[config.mk]
export PLATFORM = sky130hd
export DESIGN_NAME = regfile_mp_flat
export DESIGN_NICKNAME = d
export VERILOG_FILES = /design/src/rtl/regfile_pkg.sv /design/src/rtl/regfile_mp_if.sv /design/src/rtl/regfile_clear_seq.sv /design/src/rtl/regfile_mp.sv /design/src/flat_wrapper.sv
export SDC_FILE = /design/constraint.sdc
export NUM_CORES = 2
export LEC_CHECK = 0
export ABC_AREA = 1
export BUFFER_PORTS_ARGS = -buffer_cell sky130_fd_sc_hd__clkbuf_2
export CAP_MARGIN = 20
export CELL_PAD_IN_SITES_DETAIL_PLACEMENT = 1
export CELL_PAD_IN_SITES_GLOBAL_PLACEMENT = 2
export CORE_MARGIN = 10
export CORE_UTILIZATION = 41
export CTS_CLUSTER_SIZE = 30
export DETAILED_ROUTE_END_ITERATION = 16
export GPL_ROUTABILITY_DRIVEN = 0
export HOLD_SLACK_MARGIN = 0.03
export PLACE_DENSITY_LB_ADDON = 0.1
export RECOVER_POWER = 25
export SYNTH_ARGS = -nofsm -noshare
export SYNTH_HDL_FRONTEND = slang
export SYNTH_SLANG_ARGS = --single-unit
[constraint.sdc]
create_clock -name clk -period 5.8 [get_ports clk]
set_input_delay 1.16 -clock clk [delete_from_list [all_inputs] [get_ports clk]]
set_output_delay 1.16 -clock clk [all_outputs]
set_load 0.01 [all_outputs]
[src/rtl/regfile_pkg.sv]
// rtl/regfile_pkg.sv - default sizes, clear FSM state type and write-port arbitration for regfile_mp
package regfile_pkg;

    localparam int DEF_XLEN  = 32;
    localparam int DEF_NREGS = 32;
    localparam int DEF_NRD   = 2;
    localparam int DEF_NWR   = 1;

    // Arbitration operates on fixed-width vectors so one function serves every port count.
    localparam int MAX_WR = 8;
    localparam int MAX_AW = 8;

    typedef enum logic {
        CLEAR = 1'b0,
        READY = 1'b1
    } rf_state_e;

    typedef struct packed {
        logic                      hit;
        logic [$clog2(MAX_WR)-1:0] port;
    } wr_sel_t;

    function automatic wr_sel_t wr_winner(
        input logic [MAX_WR-1:0]             en,
        input logic [MAX_WR-1:0][MAX_AW-1:0] addr,
        input logic [MAX_AW-1:0]             a
    );
        wr_sel_t s;
        s = '0;
        if (a != '0) begin
            for (int p = 0; p < MAX_WR; p++) begin
                if (en[p] && addr[p] == a) begin
                    s.hit  = 1'b1;
                    s.port = ($clog2(MAX_WR))'(p);
                end
            end
        end
        return s;
    endfunction

endpackage

[src/rtl/regfile_mp_if.sv]
// rtl/regfile_mp_if.sv - regfile_mp port bundle; rsv_en/rsv_addr/rd_busy exist only with REGFILE_SCOREBOARD_EN
interface regfile_mp_if #(
    parameter int XLEN  = regfile_pkg::DEF_XLEN,
    parameter int NREGS = regfile_pkg::DEF_NREGS,
    parameter int NRD   = regfile_pkg::DEF_NRD,
    parameter int NWR   = regfile_pkg::DEF_NWR
);
    localparam int AW = $clog2(NREGS);

    logic [NWR-1:0]           wr_en;
    logic [NWR-1:0][AW-1:0]   wr_addr;
    logic [NWR-1:0][XLEN-1:0] wr_data;
    logic [NRD-1:0][AW-1:0]   rd_addr;
    logic [NRD-1:0][XLEN-1:0] rd_data;
    logic                     ready;

`ifdef REGFILE_SCOREBOARD_EN
    logic                     rsv_en;
    logic [AW-1:0]            rsv_addr;
    logic [NRD-1:0]           rd_busy;

    modport master (output wr_en, wr_addr, wr_data, rd_addr, rsv_en, rsv_addr,
                    input  rd_data, ready, rd_busy);
    modport slave  (input  wr_en, wr_addr, wr_data, rd_addr, rsv_en, rsv_addr,
                    output rd_data, ready, rd_busy);
`else
    modport master (output wr_en, wr_addr, wr_data, rd_addr,
                    input  rd_data, ready);
    modport slave  (input  wr_en, wr_addr, wr_data, rd_addr,
                    output rd_data, ready);
`endif

endinterface

[src/rtl/regfile_clear_seq.sv]
// rtl/regfile_clear_seq.sv - post-reset clear sequencer: zeroes entries 1..NREGS-1, then holds READY
module regfile_clear_seq
    import regfile_pkg::*;
#(
    parameter int NREGS = DEF_NREGS,
    localparam int AW   = $clog2(NREGS)
) (
    input  logic          clk,
    input  logic          reset,
    output logic          clr_we,
    output logic [AW-1:0] clr_addr,
    output logic          ready
);

    rf_state_e   state;
    logic [AW:0] ptr;

    always_ff @(posedge clk) begin
        if (reset) begin
            state <= CLEAR;
            ptr   <= (AW+1)'(1);
            ready <= 1'b0;
        end else begin
            case (state)
                CLEAR: begin
                    ptr <= ptr + 1'b1;
                    if (ptr == (AW+1)'(NREGS-1)) begin
                        state <= READY;
                        ready <= 1'b1;
                    end
                end
                default: ;
            endcase
        end
    end

    assign clr_we   = (state == CLEAR);
    assign clr_addr = ptr[AW-1:0];

endmodule

[src/rtl/regfile_mp.sv]
// rtl/regfile_mp.sv - NRD-read/NWR-write register file with same-cycle bypass and x0 hardwired to zero
// Optional busy scoreboard enabled by REGFILE_SCOREBOARD_EN; supports NWR <= 8, NREGS <= 256.
module regfile_mp
    import regfile_pkg::*;
#(
    parameter int XLEN  = DEF_XLEN,
    parameter int NREGS = DEF_NREGS,
    parameter int NRD   = DEF_NRD,
    parameter int NWR   = DEF_NWR,
    localparam int AW   = $clog2(NREGS)
) (
    input  logic        clk,
    input  logic        reset,
    regfile_mp_if.slave bus
);

    logic                            clr_we;
    logic [AW-1:0]                   clr_addr;
    logic                            ready;
    logic [MAX_WR-1:0]               en_ext;
    logic [MAX_WR-1:0][MAX_AW-1:0]   addr_ext;
    logic [MAX_WR-1:0][XLEN-1:0]     data_ext;
    logic [XLEN-1:0]                 mem [NREGS];
    wr_sel_t                         ent_sel [NREGS];
    wr_sel_t                         rd_sel [NRD];

    regfile_clear_seq #(.NREGS(NREGS)) u_clear_seq (
        .clk      (clk),
        .reset    (reset),
        .clr_we   (clr_we),
        .clr_addr (clr_addr),
        .ready    (ready)
    );

    assign bus.ready = ready;

    // Write enables are masked until the clear sequence finishes.
    always_comb begin
        en_ext   = '0;
        addr_ext = '0;
        data_ext = '0;
        for (int p = 0; p < NWR; p++) begin
            en_ext[p]   = bus.wr_en[p] & ready;
            addr_ext[p] = MAX_AW'(bus.wr_addr[p]);
            data_ext[p] = bus.wr_data[p];
        end
    end

    always_comb begin
        for (int e = 0; e < NREGS; e++) begin
            ent_sel[e] = wr_winner(en_ext, addr_ext, MAX_AW'(e));
        end
    end

    always_ff @(posedge clk) begin
        if (clr_we) begin
            mem[clr_addr] <= '0;
        end else begin
            for (int e = 1; e < NREGS; e++) begin
                if (ent_sel[e].hit) mem[e] <= data_ext[ent_sel[e].port];
            end
        end
    end

    always_comb begin
        bus.rd_data = '0;
        for (int r = 0; r < NRD; r++) begin
            rd_sel[r] = wr_winner(en_ext, addr_ext, MAX_AW'(bus.rd_addr[r]));
            if (!ready || bus.rd_addr[r] == '0) bus.rd_data[r] = '0;
            else if (rd_sel[r].hit)             bus.rd_data[r] = data_ext[rd_sel[r].port];
            else                                bus.rd_data[r] = mem[bus.rd_addr[r]];
        end
    end

`ifdef REGFILE_SCOREBOARD_EN
    logic [NREGS-1:0] busy;
    logic [NREGS-1:0] rsv_hit;

    always_comb begin
        for (int e = 0; e < NREGS; e++) begin
            rsv_hit[e] = bus.rsv_en && (e != 0) && (bus.rsv_addr == AW'(e));
        end
    end

    // A reserve outranks a same-cycle write: the new producer is still in flight.
    always_ff @(posedge clk) begin
        if (reset || !ready) begin
            busy <= '0;
        end else begin
            for (int e = 1; e < NREGS; e++) begin
                if (rsv_hit[e])          busy[e] <= 1'b1;
                else if (ent_sel[e].hit) busy[e] <= 1'b0;
            end
        end
    end

    always_comb begin
        bus.rd_busy = '0;
        for (int r = 0; r < NRD; r++) begin
            bus.rd_busy[r] = busy[bus.rd_addr[r]] & ~(rd_sel[r].hit & ~rsv_hit[bus.rd_addr[r]]);
        end
    end
`endif

endmodule

[src/flat_wrapper.sv]
// flat-port wrapper written by rule: the top's interface ports become plain ports
module regfile_mp_flat import regfile_pkg::*;
#(
    parameter int XLEN  = DEF_XLEN,
    parameter int NREGS = DEF_NREGS,
    parameter int NRD   = DEF_NRD,
    parameter int NWR   = DEF_NWR,
    localparam int AW   = $clog2(NREGS)
)
  (clk, reset, bus_wr_en, bus_wr_addr, bus_wr_data, bus_rd_addr, bus_rd_data, bus_ready);
  regfile_mp_if #(.XLEN(XLEN), .NREGS(NREGS), .NRD(NRD), .NWR(NWR)) bus_i ();
  input  logic clk;
  input  logic reset;
  input wire logic [$bits(bus_i.wr_en)-1:0] bus_wr_en;
  input wire logic [$bits(bus_i.wr_addr)-1:0] bus_wr_addr;
  input wire logic [$bits(bus_i.wr_data)-1:0] bus_wr_data;
  input wire logic [$bits(bus_i.rd_addr)-1:0] bus_rd_addr;
  output wire logic [$bits(bus_i.rd_data)-1:0] bus_rd_data;
  output wire logic [$bits(bus_i.ready)-1:0] bus_ready;
  assign bus_i.wr_en = bus_wr_en;
  assign bus_i.wr_addr = bus_wr_addr;
  assign bus_i.wr_data = bus_wr_data;
  assign bus_i.rd_addr = bus_rd_addr;
  assign bus_rd_data = bus_i.rd_data;
  assign bus_ready = bus_i.ready;
  regfile_mp #(.XLEN(XLEN), .NREGS(NREGS), .NRD(NRD), .NWR(NWR)) u_core (.clk(clk), .reset(reset), .bus(bus_i));
endmodule
==> flow_summary.json <==
{
  "hold_viol_final": 0,
  "min_path_type": "flop to flop",
  "endpoint_kind": "flop",
  "root_buffer": "clkbuf_16",
  "antenna_found_initial": 19,
  "cp.arrival_ns": 5.92,
  "die_y_um": 399,
  "yosysWarnings": 0,
  "crit_buf_inv": 4,
  "cpPeakStageDelay_ns": 2.43,
  "synth_nets": 7997,
  "port_buffers": 114,
  "status": "complete, but fails checks",
  "power_density_nw_per_um2": 266,
  "total_power_uw": 17400,
  "crit_type": "input pin to flop",
  "syn2layout_area_growth_pct": 10.8,
  "critical_path.startpoint_type": "input pin",
  "grt_pass1_wl_um": 411000,
  "required_ns": 6.27,
  "drive_gt1_share_pct": 7.60,
  "wl_um": 289000,
  "die_w_um": 399,
  "p_leak_uw": 0.0300,
  "nNetsFinal": 7796,
  "fp.dieArea_um2": 160000,
  "ctsResizeCount": 0,
  "yosysTopAreaCell": "edfxtp_1",
  "tns_ns": 0,
  "rows": 139,
  "drtIter0Drc": 6897,
  "synth_top_area_share_pct": 50.5,
  "grt_pass1_vias": 58200,
  "postCtsSetupRepairBufs": 0,
  "grt.met3_usage_pct": 6.91,
  "clkTransAtPathRegs_ns": 0.06,
  "cts_sinks": 1000,
  "critPathMaxFanout": 33,
  "finalSetupViolations": 0,
  "wl_per_cell_um": 29.6,
  "synth_area_um2": 59000,
  "peakVddDrop_mv": 0.261,
  "synth.distinct_cells": 30,
  "critical_path.cell_chain": "clkbuf_1 > nor2_1 > inv_1 > nor2_1 > nand2_2 > clkbuf_1 > o21ai_4 > buf_4",
  "failed_checks": "max-capacitance violations, max-slew violations",
  "cts_tree": "yes",
  "drv_slew": 520,
  "ant_nets": 0,
  "grt.overflow.total": 0,
  "period_share_pct": 93.9,
  "avgSynthCellArea_um2": 7.43,
  "crit_family": "buffers and inverters",
  "slowest_stage": "clkbuf_1",
  "grt_max_degree": 121,
  "start_util_pct": 41.2,
  "cts.path.max_buffers": 3,
  "ys_seq_elements": 1000,
  "postCtsHoldBufs": 0,
  "clk_latency_ns": 0.76,
  "ioPinCount": 115,
  "grt_busiest_layer": "met2",
  "h-tree-depth": 3,
  "max_cap_violations": 19,
  "worst_pin_slew_ns": 4.33,
  "slew_headroom_pct": -188,
  "num_vias": 58500,
  "drc": 0,
  "grt_usage_pct": 35.3,
  "finClkSkew_ns": 0.0173,
  "final_util_pct": 45.6,
  "dp_hpwl_um": 164000,
  "coreArea_um2": 143000,
  "firstDrtPassIters": 6,
  "vias_per_cell": 6.00,
  "grt_util_met2_pct": 55.2,
  "grtUsageMet1_pct": 47.0,
  "synth_area_leaders": "edfxtp_1, nand2_1, nand3_1",
  "seq_area_frac_synth_pct": 50.7,
  "syn_inst": 7943,
  "rsz0062_at_grt": "no",
  "max_freq_ghz": 0.184,
  "cts_buffers": 120,
  "min_period_ns": 5.45
}
-- cell families (layout without fill, tap and decap cells) --
logic type	Yosys count	count (layout)	synth area share, %
buffers and inverters	1473	1375	10.0
adders and majority gates	4	4	0.0848
other	0	3	0
xor gates and xnor gates	2	2	0.0297
AOI/OAI and AO/OA	178	178	1.66
and+or+nand+nor	5286	5286	37.5
DFF	1000	1000	50.7
-- stage by stage --
stage | worst slack [ns] | hold WS (ns) | instances | cell area, µm²
after floorplan | 2.23 | 0.475 | 7943 | 59000
after global placement | 0.823 | 0.496 | 9517 | 61700
after detailed placement | 0.816 | 0.510 | 9522 | 61800
after CTS | 0.819 | 0.527 | 9747 | 65500
after global routing | 0.423 | 0.548 | 9748 | 65400
final | 0.353 | 0.522 | 9751 | 65400
-- state kept, by name (all words and copies together), names as in the netlist --
signal	flops
u_core.u_clear_seq.ready	1
u_core.mem	992
u_core.u_clear_seq.state	1
u_core.u_clear_seq.ptr	6
-- synth_stat cells --
master / number
a21oi_1: 25
a31oi_1: 3
buf_1: 61
buf_2: 296
buf_4: 5
clkbuf_1: 284
dfxtp_1: 8
edfxtp_1: 992
ha_1: 4
inv_1: 816
inv_2: 11
nand2_1: 2497
nand2_2: 1
nand3_1: 1654
nand4_1: 1
nor2_1: 1066
nor2_2: 1
nor3_1: 5
nor3_2: 4
nor3b_2: 1
nor4_1: 1
nor4_2: 2
o211ai_1: 29
o21a_1: 2
o21ai_0: 115
o21ai_1: 1
o21bai_1: 1
o22ai_1: 2
or2_2: 53
xor2_1: 2
-- power breakdown --
group	internal, µW	switching [µW]
clock network	4120	3250
registers	7940	41.0
logic	475	1580
-- layer usage --
layer | share of wire (%) | vias to the layer above | wire (µm)
li1 | - | 25000 | -
met1 | 40 | 29400 | 115000
met2 | 44 | 3367 | 128000
met3 | 11 | 717 | 31100
met4 | 5.2 | 10 | 14900
met5 | 0.022 | - | 64
-- path summary, 6_finish.rpt --
kind	startpoint	endpoint	slack (ns)	cells after the start
worst min-delay path	u_core.u_clear_seq.state$_SDFF_PP0_	u_core.u_clear_seq.ptr[1]$_SDFFE_PP0N_	0.52	1
worst max-delay path	bus_wr_addr[1]	u_core.mem[13][5]$_SDFFCE_PN0P_	0.35	8
worst min register to register	u_core.u_clear_seq.state$_SDFF_PP0_	u_core.u_clear_seq.ptr[1]$_SDFFE_PP0N_	0.52	1
worst max register to register	u_core.u_clear_seq.state$_SDFF_PP0_	u_core.mem[14][26]$_SDFFCE_PN0P_	0.39	7
-- cell usage in the layout (no fill, tap or decap), drive strengths merged --
cell / Yosys / layout
o21a: 2 / 2
dfxtp: 8 / 8
nor3b: 1 / 1
or2: 53 / 53
o21bai: 1 / 1
a31oi: 3 / 3
inv: 827 / 829
nand2: 2498 / 2498
bufinv: 0 / 7
ha: 4 / 4
nor4: 3 / 3
clkinvlp: 0 / 5
nor2: 1067 / 1067
o211ai: 29 / 29
clkinv: 0 / 64
nand3: 1654 / 1654
nand4: 1 / 1
o22ai: 2 / 2
nor3: 9 / 9
xor2: 2 / 2
o21ai: 116 / 116
a21oi: 25 / 25
buf: 362 / 202
edfxtp: 992 / 992
diode: 0 / 3
clkbuf: 284 / 268
-- area by class of cell --
| class | count | area (µm²) |
|---|---|---|
| inverter | 827 | 3150 |
| timing repair buffer | 323 | 2660 |
| clock inverter | 78 | 584 |
| sequential | 1000 | 29900 |
| fill | 17800 | 77900 |
| tap | 1903 | 2380 |
| multi-input combinational | 5470 | 23500 |
| antenna | 3 | 7.51 |
| clock buffer | 147 | 3130 |
No activity file was read; power rests on OpenSTA's default activity.
